--- config.mk ---
export PLATFORM = sky130hd
export DESIGN_NAME = multi_event_sync_flat
export DESIGN_NICKNAME = d
export VERILOG_FILES = /design/src/rtl/multi_event_sync_if.sv /design/src/rtl/multi_event_sync.sv /design/src/flat_wrapper.sv
export SDC_FILE = /design/constraint.sdc
export NUM_CORES = 1
export LEC_CHECK = 0
export CORE_MARGIN = 4
export CORE_UTILIZATION = 45
export CTS_CLUSTER_SIZE = 10
export DETAILED_ROUTE_END_ITERATION = 6
export PLACE_DENSITY_LB_ADDON = 0.1
export RECOVER_POWER = 50
export SLEW_MARGIN = 15
export SYNTH_ARGS = -nofsm -noshare
export SYNTH_HDL_FRONTEND = slang
export SYNTH_SLANG_ARGS = --single-unit
--- constraint.sdc ---
create_clock -name clk -period 7.5 [get_ports clk]
set_input_delay 1.5 -clock clk [delete_from_list [all_inputs] [get_ports clk]]
set_output_delay 1.5 -clock clk [all_outputs]
set_load 0.01 [all_outputs]
--- src/rtl/multi_event_sync_if.sv ---
// Channel bundle for multi_event_sync: raw inputs and controls in, filtered level/pulse/pending/count out.
// The master side drives the inputs; the slave side is the synchroniser itself.
interface multi_event_sync_if #(
  parameter int N     = 8,
  parameter int CNT_W = 8
);
  localparam int SW = (N > 1) ? $clog2(N) : 1;

  logic               ena;
  logic [N-1:0]       async_in;
  logic [1:0]         mode;
  logic [N-1:0]       clr;
  logic [SW-1:0]      cnt_sel;
  logic [N-1:0]       level_out;
  logic [N-1:0]       pulse_out;
  logic [N-1:0]       pending;
  logic [CNT_W-1:0]   cnt_out;

  modport master (
    output ena, async_in, mode, clr, cnt_sel,
    input  level_out, pulse_out, pending, cnt_out
  );

  modport slave (
    input  ena, async_in, mode, clr, cnt_sel,
    output level_out, pulse_out, pending, cnt_out
  );
endinterface

--- src/rtl/multi_event_sync.sv ---
// N-channel synchroniser + stability filter + edge detector with pending flags and saturating counters.
// Level and pulse change STAGES+FILTER edges after an input change; ena low freezes everything but the sync chain and clr.
module multi_event_sync #(
  parameter int N      = 8,
  parameter int STAGES = 2,
  parameter int FILTER = 4,
  parameter int CNT_W  = 8
) (
  input logic               clk,
  input logic               rst,
  multi_event_sync_if.slave bus
);
  localparam int               FW     = (FILTER > 1) ? $clog2(FILTER) : 1;
  localparam logic [FW-1:0]    F_LAST = FW'(FILTER - 1);
  localparam logic [CNT_W-1:0] C_MAX  = '1;

  logic [STAGES-1:0][N-1:0] sync_r;
  logic [N-1:0]             sync_q;
  logic [N-1:0]             level_q;
  logic [N-1:0]             pulse_q;
  logic [N-1:0]             pend_q;
  logic [N-1:0]             flip;
  logic [N-1:0]             ev;
  logic [N-1:0][FW-1:0]     fcnt;
  logic [N-1:0][CNT_W-1:0]  cnt;

  assign sync_q = sync_r[STAGES-1];

  // The synchroniser chain is never gated so the filter always sees fresh samples.
  always_ff @(posedge clk or posedge rst) begin
    if (rst) sync_r <= '0;
    else     sync_r <= {sync_r[STAGES-2:0], bus.async_in};
  end

  // flip: this edge completes FILTER consecutive mismatching samples.
  always_comb begin
    flip = '0;
    for (int i = 0; i < N; i++)
      flip[i] = bus.ena && (sync_q[i] != level_q[i]) && (fcnt[i] == F_LAST);
  end

  always_comb begin
    ev = '0;
    case (bus.mode)
      2'b00:   ev = flip & sync_q;
      2'b01:   ev = flip & ~sync_q;
      2'b10:   ev = flip;
      default: ev = '0;
    endcase
  end

  always_ff @(posedge clk or posedge rst) begin
    if (rst) begin
      fcnt    <= '0;
      level_q <= '0;
      pulse_q <= '0;
      pend_q  <= '0;
      cnt     <= '0;
    end else begin
      pulse_q <= ev;
      for (int i = 0; i < N; i++) begin
        if (bus.ena) begin
          if (sync_q[i] == level_q[i] || flip[i]) fcnt[i] <= '0;
          else                                     fcnt[i] <= fcnt[i] + FW'(1);
        end
        if (flip[i]) level_q[i] <= sync_q[i];
        // A clear in the same cycle as an event keeps that event.
        if (bus.clr[i]) begin
          pend_q[i] <= ev[i];
          cnt[i]    <= CNT_W'(ev[i]);
        end else if (ev[i]) begin
          pend_q[i] <= 1'b1;
          if (cnt[i] != C_MAX) cnt[i] <= cnt[i] + CNT_W'(1);
        end
      end
    end
  end

  assign bus.level_out = level_q;
  assign bus.pulse_out = pulse_q;
  assign bus.pending   = pend_q;

  always_comb begin
    bus.cnt_out = '0;
    if (int'(bus.cnt_sel) < N) bus.cnt_out = cnt[bus.cnt_sel];
  end
endmodule

--- src/flat_wrapper.sv ---
// flat-port wrapper written by rule: the top's interface ports become plain ports
module multi_event_sync_flat 
#(
  parameter int N      = 8,
  parameter int STAGES = 2,
  parameter int FILTER = 4,
  parameter int CNT_W  = 8
)
  (clk, rst, bus_ena, bus_async_in, bus_mode, bus_clr, bus_cnt_sel, bus_level_out, bus_pulse_out, bus_pending, bus_cnt_out);
  multi_event_sync_if #(.N(N), .CNT_W(CNT_W)) bus_i ();
  input logic clk;
  input logic rst;
  input wire logic [$bits(bus_i.ena)-1:0] bus_ena;
  input wire logic [$bits(bus_i.async_in)-1:0] bus_async_in;
  input wire logic [$bits(bus_i.mode)-1:0] bus_mode;
  input wire logic [$bits(bus_i.clr)-1:0] bus_clr;
  input wire logic [$bits(bus_i.cnt_sel)-1:0] bus_cnt_sel;
  output wire logic [$bits(bus_i.level_out)-1:0] bus_level_out;
  output wire logic [$bits(bus_i.pulse_out)-1:0] bus_pulse_out;
  output wire logic [$bits(bus_i.pending)-1:0] bus_pending;
  output wire logic [$bits(bus_i.cnt_out)-1:0] bus_cnt_out;
  assign bus_i.ena = bus_ena;
  assign bus_i.async_in = bus_async_in;
  assign bus_i.mode = bus_mode;
  assign bus_i.clr = bus_clr;
  assign bus_i.cnt_sel = bus_cnt_sel;
  assign bus_level_out = bus_i.level_out;
  assign bus_pulse_out = bus_i.pulse_out;
  assign bus_pending = bus_i.pending;
  assign bus_cnt_out = bus_i.cnt_out;
  multi_event_sync #(.N(N), .STAGES(STAGES), .FILTER(FILTER), .CNT_W(CNT_W)) u_core (.clk(clk), .rst(rst), .bus(bus_i));
endmodule
==> out/results.env <==
POSTSYNTH.TOPFLOPCELL='sky130_fd_sc_hd__dfrtp_1'
POST-ROUTE-DRC-COUNT=0
IO_PINS=56
CTS_HOLD_BUF=0
FAILED_CHECKS='max-capacitance violations, max-slew violations'
YOSYS_REGISTER_BITS=120
DIE_Y_UM=127.6
DETAIL_PLACEMENT_HPWL_UM=10530
SEQUENTIAL_FRACTION_OF_THE_SYNTHESIS_AREA=0.4665
WORST_PATH_DOMINANT_CELL_FAMILY='buffers and inverters'
POWER-PER-CELL-AREA_mW_PER_MM2=250.8
PORTBUFS=55
CRITICAL_PATH_BUF_INV_COUNT=2
POST-ROUTE-MIN-PERIOD_NS=5.514
CP_COMMON_CELL='sky130_fd_sc_hd__clkdlybuf4s50_1'
HOLDWS_NS=0.3451
GRT_PASS1_VIAS=5119
CRIT_PATH_START_KIND='input port'
FIRST_PASS_GRT_WIRE_LENGTH_UM=25640
NUMBER_OF_INSERTED_FILLER_CELLS_IN_THE_FINAL_LAYOUT=1204
HOLD_VIOL_FINAL=0
MAXSLEWVIOLCOUNT=123
TOTALWIRELENGTH_UM=15050
CLK_LATENCY_NS=0.42
IR_DROP_mV=0.1918
CRITICAL_PATH.REG2REG.STARTPOINT='u_core.fcnt[14]'
CORE_MM2=0.01393
CRITICAL_PATH_PEAK_FANOUT=16
FMAX_MHz=181.4
GLOBAL_ROUTE.USAGE.TOTAL=0.1977
GRT_SETUP_UNREPAIRED='no'
CRIT_PATH_SLOWEST_CELL='sky130_fd_sc_hd__clkdlybuf4s50_1'
TOP_LAYER='met4'
ROWS=43
ROUTED-WL-MET2_UM=7061
DIE_W_UM=127.6
CTS.PATH.MAX_BUFFERS=2
WIRE_PER_INST_UM=17.65
ANTENNA_LEFT=0
FIN_SETUP_TNS_NS=0
SYN-NUM-NETS=648
FP.DIEAREA_MM2=0.01628
SYNTHESIS.AREA_MM2=0.006437
CRITICAL_PATH.STARTPOINT='bus_cnt_sel[0]'
POST-ROUTE-PERIOD-UTIL=0.7352
STATUS='finished, violations left'
GATE_COUNT_AFTER_TECHNOLOGY_MAPPING=608
GRT_MAX_DEGREE=65
WORSTMARGINPINSLEW_NS=2.481
VIAS_PER_CELL=5.986
COUNT_OF_ANTENNA_DIODES_IN_THE_LAYOUT=0
GLOBALROUTE.TOTALOVERFLOW=0
SYN-MEAN-INSTANCE-AREA_UM2=10.59
CRIT_PATH_CELL_TRACE='clkdlybuf4s50_1 -> mux4_2 -> mux2_2 -> clkdlybuf4s50_1'
SETUP.WORST_PATH.CLASS='input port to output port'
HOLD_PATH.STARTPOINT='u_core.sync_r[5]'
CTS_ROOT_BUFFER='sky130_fd_sc_hd__clkbuf_16'
CLOCK_SLEW_SEEN_BY_THE_REGISTERS_OF_THE_WORST_SETUP_AND_HOLD_PATHS_NS=0.05
ARRIVAL_TIME_OF_THE_WORST_SETUP_PATH_NS=4.01
MAX_CAPACITANCE_VIOLATION_COUNT=2
WORST_HOLD_PATH_CLASS='flip-flop to flip-flop'
FIRST_ITER_VIOLATIONS=377
FINALWEIGHTEDCONGESTION=0.8717
POST-CTS-SETUP-BUFFER-COUNT=0
FINALSETUPVIOLATIONS=0
ROUTE.LAYER.MET1.WL_UM=6885
DRIVE_GT1_FRAC=0.1337
FINISH.NET_COUNT=700
AREA_GROWTH_FROM_SYNTHESIS_TO_LAYOUT_PCT=20.60
TOTAL_POWER_W=0.001947
CTS.HTREE.LEVELS=4
TRITONCTS_NUM_SINKS=120
YS.WARNINGS.COUNT=0
DR_TOTAL_VIAS=5106
FLOORPLAN.INITIALDENSITY=0.4620
DRT_PRE_ANTENNA_ITERS=5
TRITONCTS='done'
YS_TYPES=57
SYNTH-EDFF-COUNT=0
CPPEAKSTAGEDELAY_NS=1.11
TIMING.CRITICAL_PATH.REQUIRED_NS=6.00
SLEW_HEADROOM=-0.6631
ANTENNA_FOUND_INITIAL=0
LEAKAGEPOWER_nW=3.185
ROUTE.MET3.WL_UM=833
CRITPATHCAPTURETYPE='output port'
FINCLKSKEW_NS=0.005884
CTS_MADE_BUFFERS=17
CTS.REPAIR.RESIZED=0
ASYNCSETRESETFLOPFRACSYNTH=1.000
## synthesized netlist by cell type (all sizes together), types with 10 or more instances
cell type	number	area [um2]
dfrtp	120	3003
nand2	44	165.2
inv	38	142.6
nor3	32	160.2
mux2	28	315.3
a21oi	27	135.1
nand3	24	120.1
o21ai	24	120.1
nor2	23	86.33
ha	16	200.2
mux4	16	360.4
buf	15	78.82
nor2b	14	87.58
or4	13	97.59
clkbuf	11	41.29
nand4	11	68.82
nor4	11	75.07
o31ai	10	75.07
o41ai	10	87.58
## kinds of logic (layout without fill, tap and decap cells)
family,count (synthesis),count (layout),synth area share
buffers and inverters,64,129,0.04081
DFF,120,120,0.4665
and+or+nand+nor,225,225,0.2000
xor gates and xnor gates,10,10,0.01652
AOI/OAI and AO/OA,124,124,0.1324
muxes,49,49,0.1127
adders and majority gates,16,16,0.03110
## state kept, by name (all words and copies together) (netlist names)
register / cells
u_core.bus.pulse_out: 8
u_core.bus.pending: 8
u_core.sync_q: 8
u_core.bus.level_out: 8
u_core.sync_r: 8
u_core.fcnt: 16
u_core.cnt: 64
## through the flow
stage | util | cell area, um2 | worst slack (ns) | std cells
6_report | 0.5572 | 7764 | 1.986 | 853
5_1_grt | 0.5572 | 7764 | 1.805 | 853
4_1_cts | 0.5577 | 7771 | 1.919 | 853
3_5_place_dp | 0.5114 | 7126 | 1.923 | 821
3_3_place_gp | 0.5114 | 7126 | 2.004 | 821
2_1_floorplan | - | 6437 | 2.814 | 608
## layer usage
layer  up-vias  GRT usage
met1      2527     0.2728
met4         0    0.06742
met5         -          0
met3        22    0.05602
met2       132     0.3013
li1       2425          -
## final cells by class
class	count	area [um2]	share of cell area
Sequential cell	120	3003	0.3868
Multi-Input combinational cell	424	3172	0.4085
Inverter	38	143.9	0.01853
Timing Repair Buffer	59	574.3	0.07397
Clock inverter	12	198.9	0.02562
Tap cell	180	225.2	0.02901
Clock buffer	20	446.7	0.05753
## cells in the final DEF, fill, tap and decap left out, types with 7 or more instances in the layout
cell and instances:
sky130_fd_sc_hd__dfrtp_1 120, sky130_fd_sc_hd__nand2_1 44, sky130_fd_sc_hd__inv_1 36, sky130_fd_sc_hd__dlygate4sd3_1 34, sky130_fd_sc_hd__nor3_1 32, sky130_fd_sc_hd__mux2_2 28, sky130_fd_sc_hd__a21oi_1 27, sky130_fd_sc_hd__nand3_1 24
sky130_fd_sc_hd__o21ai_0 24, sky130_fd_sc_hd__nor2_1 23, sky130_fd_sc_hd__clkdlybuf4s50_1 21, sky130_fd_sc_hd__clkbuf_16 17, sky130_fd_sc_hd__mux4_2 16, sky130_fd_sc_hd__ha_1 16, sky130_fd_sc_hd__nor2b_1 14, sky130_fd_sc_hd__or4_1 13
sky130_fd_sc_hd__nand4_1 11, sky130_fd_sc_hd__o31ai_1 10, sky130_fd_sc_hd__o41ai_1 10, sky130_fd_sc_hd__nor4_1 10, sky130_fd_sc_hd__xnor2_1 9, sky130_fd_sc_hd__a31oi_1 9, sky130_fd_sc_hd__nand2b_1 7, sky130_fd_sc_hd__and3_1 7
sky130_fd_sc_hd__and4b_1 7
## final timing paths
kind                               endpoint  slack (ns)  depth (start not counted)
min in group asynchronous  u_core.sync_r[6]        2.21                          2
max in group asynchronous    u_core.cnt[13]        2.87                          3
setup reg to reg             u_core.cnt[56]        5.08                          6
setup / recovery             bus_cnt_out[1]        1.99                          4
hold / removal             u_core.sync_q[5]        0.35                          0
hold reg to reg            u_core.sync_q[5]        0.35                          0
## power breakdown
group / leakage [nW] / switching (W) / internal (W)
logic: 1.27 / 0.000129 / 0.000145
registers: 1.61 / 0.0000631 / 0.000716
clock network: 0.302 / 0.000297 / 0.000597
total: 3.18 / 0.000489 / 0.00146
Note: power is estimated with default switching activity, not from simulation.
==> variant 1: new RTL, config.mk and constraints unchanged <==
`CNT_W` is set to 8 in 3 places; all go to 12.
--- a/src/rtl/multi_event_sync_if.sv
+++ b/src/rtl/multi_event_sync_if.sv
@@ -3,5 +3,5 @@
 interface multi_event_sync_if #(
   parameter int N     = 8,
-  parameter int CNT_W = 8
+  parameter int CNT_W = 12
 );
   localparam int SW = (N > 1) ? $clog2(N) : 1;
--- a/src/rtl/multi_event_sync.sv
+++ b/src/rtl/multi_event_sync.sv
@@ -5,5 +5,5 @@
   parameter int STAGES = 2,
   parameter int FILTER = 4,
-  parameter int CNT_W  = 8
+  parameter int CNT_W  = 12
 ) (
   input logic               clk,
--- a/src/flat_wrapper.sv
+++ b/src/flat_wrapper.sv
@@ -5,5 +5,5 @@
   parameter int STAGES = 2,
   parameter int FILTER = 4,
-  parameter int CNT_W  = 8
+  parameter int CNT_W  = 12
 )
   (clk, rst, bus_ena, bus_async_in, bus_mode, bus_clr, bus_cnt_sel, bus_level_out, bus_pulse_out, bus_pending, bus_cnt_out);
Ports: changed (resized bus_cnt_out); port bits go from 56 to 60. The function was not compared with the original's and may differ.
==> variant 1 against the unedited design <==
  * Wire length rose by 30%
  * Worst setup slack worse by 70 ps
  * Highest routed layer unchanged
  * Final cell count is 26% higher
  * Non-clock buffer count increased by 4
  * Count of clock-buffer cells in the layout is 1 higher
  * The flow still finishes with violations (max-capacitance violations, max-slew violations)
  * Power is 3.4% higher
  * Clock power shrank 12%
  * Sequential cell count grew 32
  * Final area is 22% higher
  * Combinational power rose by 2%
  * Die area up 25%
  * Sequential power rose by 21%
  * Synthesized area up 27%
==> variant 1: results (changes against the unedited design) <==
Final layout
  – Buffering overhead: 6.39% (was 7.40%)
  – FILL cells: 1545 (was 1204)
  – Logic inverters: 34 (was 38)
  – Comb_multi_in: 563 (was 424)
  – # clk buffers: 21 (was 20)
  – Largest registers: u_core.cnt (96), u_core.fcnt (16) (was u_core.cnt (64), u_core.fcnt (16))
  – ClkCell Share: 5.74% (was 8.32%)

Synth
  – Most frequent cells after synthesis: 152 x dfrtp_1, 83 x nor2_1, 49 x nand3_1, 43 x xnor2_1, 39 x nand2_1 (was 120 x dfrtp_1, 44 x nand2_1, 37 x inv_1, 32 x nor3_1, 28 x mux2_2)
  – Post-synthesis cell type count: 64 (was 57)
  – FF+latch count, synth: 152 (was 120)
  – Top post-synthesis cells by area: dfrtp_1 47%, mux4_2 6.6%, xnor2_1 4.6% (was dfrtp_1 47%, mux4_2 5.6%, mux2_2 4.9%)
  – Syn Nets: 821 (was 648)

Placed design
  – DP Wirelength: 14.2 mm (was 10.5 mm)
  – Post-DP Area: 0.00896 mm² (was 0.00713 mm²)
  – Placer Congestion: 0.908 (was 0.872)
  – IO buf count: 59 (was 55)
  – Setup WS pre-CTS: 1740 ps (was 1920 ps)
  – Placed Cells: 1041 (was 821)

Status
  – Status: finished, violations left (unchanged)
  – Failing checks: max-capacitance violations, max-slew violations (unchanged)

Run
  – Max_cap viols: 2 (unchanged)

Power and ir drop
  – Tot Pwr: 0.00201 W (was 0.00195 W)
  – Clk power: 0.000789 W (was 0.000894 W)
  – Leak: 3.93 nW (was 3.18 nW)
  – Sw Ratio: 26.6% (was 25.1%)
  – Seq. pwr: 0.000945 W (was 0.000779 W)

Detailed routing
  – DRT Pass-1 Iters: 7 (was 5)
  – 1st-iter DRT viols: 520 (was 377)
  – DR vias/cell: 5.86 (was 5.99)

STA
  – Setup Skew: 11.3 ps (was 5.88 ps)
  – Hold WS: 348 ps (was 345 ps)
  – Final Max Slew Viols: 137 (was 123)
  – Slew headroom: -174% (was -66.3%)
  – Tcrit/Tclk final: 74.4% (was 73.5%)

Critical path
  – CP endpoint: bus_cnt_out[6] (was bus_cnt_out[1])
  – Slowest cell delay on critical path: 1190 ps (was 1110 ps)
  – Reg2Reg Depth: 7 (was 6)
  – R2r startpoint: u_core.fcnt[8] (was u_core.fcnt[14])
  – Critical path origin: bus_cnt_sel[1] (was bus_cnt_sel[0])
  – Slack of the worst reg-to-reg path: 5040 ps (was 5080 ps)
  – CP max FO: 24 (was 16)

Global routing
  – First-pass GRT wire length: 32.2 mm (was 25.6 mm)
  – Total GRT Usage: 20.1% (was 19.8%)
  – Largest net degree at the start of global routing: 95 (was 65)

Floorplanning
  – Die W: 143 µm (was 128 µm)

Min path
  – Endpoint, Worst Hold: u_core.sync_q[0] (was u_core.sync_q[5])
variant 1: cell types whose count changed after synthesis, sizes merged, moves of 8 or more:
cell	before	now
and3	7	16
clkbuf	11	20
dfrtp	120	152
mux4	16	24
nand2b	7	19
nand3	24	49
nand4	11	20
nor2	23	83
nor3	32	19
nor4	11	19
o41ai	10	1
or4	13	5
xnor2	9	44
xor2	1	23
variant 1: logic make-up (layout without fill, tap and decap cells):
group | after synthesis | after routing | share of synthesized area, %
buffers and inverters | 66 | 129 | 3.21
adder cells (fa/ha/maj) | 16 | 16 | 2.45
multiplexers | 58 | 58 | 11.3
AND/OR/NAND/NOR | 321 | 321 | 20.8
AO/OA/AOI/OAI | 101 | 101 | 8.43
XOR/XNOR | 67 | 67 | 7.27
flip-flops | 152 | 152 | 46.5
variant 1: per-layer routing:
metal	wire, µm	GRT usage (%)
met2	9020	31.2
met3	1370	5.49
met5	0	0
met1	8900	27.9
met4	334	6.20
==> variant 2: new RTL, same settings <==
Made on the original files. Reset style: synchronous (`rst`), changed in 2 clocked blocks.
--- a/src/rtl/multi_event_sync.sv
+++ b/src/rtl/multi_event_sync.sv
@@ -28,5 +28,5 @@
 
   // The synchroniser chain is never gated so the filter always sees fresh samples.
-  always_ff @(posedge clk or posedge rst) begin
+  always_ff @(posedge clk) begin
     if (rst) sync_r <= '0;
     else     sync_r <= {sync_r[STAGES-2:0], bus.async_in};
@@ -50,5 +50,5 @@
   end
 
-  always_ff @(posedge clk or posedge rst) begin
+  always_ff @(posedge clk) begin
     if (rst) begin
       fcnt    <= '0;
Behaviour: not the same (Yosys sat finds a counterexample within 10 cycles, from zero or initial values and one cycle with rst high; the reset may be asserted at any time).
==> variant 2 against the unedited design <==
  * The flow still finishes with violations (max-capacitance violations, max-slew violations)
  * Wire length grew 3.9%
  * Worst setup slack improved by 37 ps
  * Utilization fell by 0.52 points
  * Final area is 5.5% lower
  * Critical endpoint is now bus_cnt_out[5]
  * Sequential cell count is the same
  * Synthesized cell count is 9.9% higher
  * Sequential share of layout area shrank 5.9 points
  * Clock skew is essentially flat
  * Non-clock buffer count is 2 lower
  * Maximum frequency grew 0.68%
  * Synthesized area shrank 4.4%
Power is not compared: it rests on default switching activity, and its combinational part moved more than twofold at a synthesized area within 25%.
==> variant 2: results (changes against the unedited design) <==
Final layout
  – FILL cells: 1177 (was 1204)
  – Nets: 749 (was 700)

Detailed routing
  – Metal2 WL: 7.31 mm (was 7.06 mm)
  – Final wirelength: 15.6 mm (was 15.1 mm)
  – DR vias/cell: 6.06 (was 5.99)
  – WL met3: 818 µm (was 833 µm)
  – Post-Route M1 WL: 6.88 mm (was 6.89 mm)
  – 1st-iter DRT viols: 404 (was 377)

Status
  – Failing checks: max-capacitance violations, max-slew violations (unchanged)
  – Status: finished, violations left (unchanged)

Global routing
  – Total GRT Usage: 19.8% (about the same)
  – First-pass GRT wire length: 25.1 mm (was 25.6 mm)
  – Number of global-route vias before repair: 5145 (was 5119)
  – Largest net degree at the start of global routing: 82 (was 65)

STA
  – Setup Skew: 5.71 ps (was 5.88 ps)
  – Final Max Slew Viols: 82 (was 123)

Run
  – Max_cap viols: 1 (was 2)

Placed design
  – DP Wirelength: 11.1 mm (was 10.5 mm)
  – Placer Congestion: 0.879 (was 0.872)
  – Post-DP Area: 0.00673 mm² (was 0.00713 mm²)
  – Setup WS pre-CTS: 1970 ps (was 1920 ps)

Synth
  – Xor/xnor share of the synthesized area: 0.874% (was 1.65%)
  – Most frequent cells after synthesis: 120 x dfxtp_1, 68 x a21oi_1, 52 x nand2_1, 41 x nand3_1, 28 x nor2_1 (was 120 x dfrtp_1, 44 x nand2_1, 37 x inv_1, 32 x nor3_1, 28 x mux2_2)
  – Adder-cell area share of the yosys netlist: 3.25% (was 3.11%)
  – Synth Area in Compound Gates: 19.0% (was 13.2%)
  – Syn Nets: 708 (was 648)

Critical path
  – Slowest cell delay on critical path: 1090 ps (was 1110 ps)
  – Arrival time of the worst setup path: 3980 ps (was 4010 ps)
==> variant 2: changes by cell type in the layout (fill, tap and decap cells not counted), sizes merged, moves of 9 or more <==
cell	delta
nand3	+17
clkdlybuf4s50	+9
nor3	-27
dlygate4sd3	-10
or2	+10
or3	+13
a21o	+16
a21oi	+41
nand2b	+19
inv	-22
mux2	-21
dfxtp	+120
dfrtp	-120
==> variant 2: worst paths after layout <==
path / endpoint / slack, ps / cells after the start / from
max: bus_cnt_out[5] / 2020 / 4 / bus_cnt_sel[0]
min: u_core.sync_q[5] / 440 / 1 / u_core.sync_r[5]
max reg2reg: u_core.cnt[32] / 5430 / 5 / u_core.fcnt[8]
min reg2reg: u_core.sync_q[5] / 440 / 1 / u_core.sync_r[5]
==> variant 2: final cells by class <==
| type | instances | area share, % |
|---|---|---|
| clock buffer | 20 | 6.36 |
| clock inverter | 12 | 2.01 |
| multi-input combinational | 499 | 47.6 |
| inverter | 14 | 0.716 |
| sequential | 120 | 32.7 |
| tap | 176 | 3.00 |
| timing repair buffer | 57 | 7.59 |
==> variant 2: metrics by stage <==
stage / std cells / hold WS [ps]
3_5_place_dp: 866 / 427
3_3_place_gp: 866 / 426
2_1_floorplan: 668 / 414
5_1_grt: 898 / 455
4_1_cts: 898 / 439
6_report: 898 / 436
==> variant 2: worst max-delay path, delay by kind of cell <==
family | cells | cell delay, ps
buf+inv | 2 | 1570
mux | 2 | 900
==> variant 2: per-layer routing <==
metal / up-vias / global-route usage, %
li1: 2623 / -
met1: 2598 / 23.8
met2: 172 / 31.7
met3: 47 / 5.46
met4: 0 / 11.5
met5: - / 0
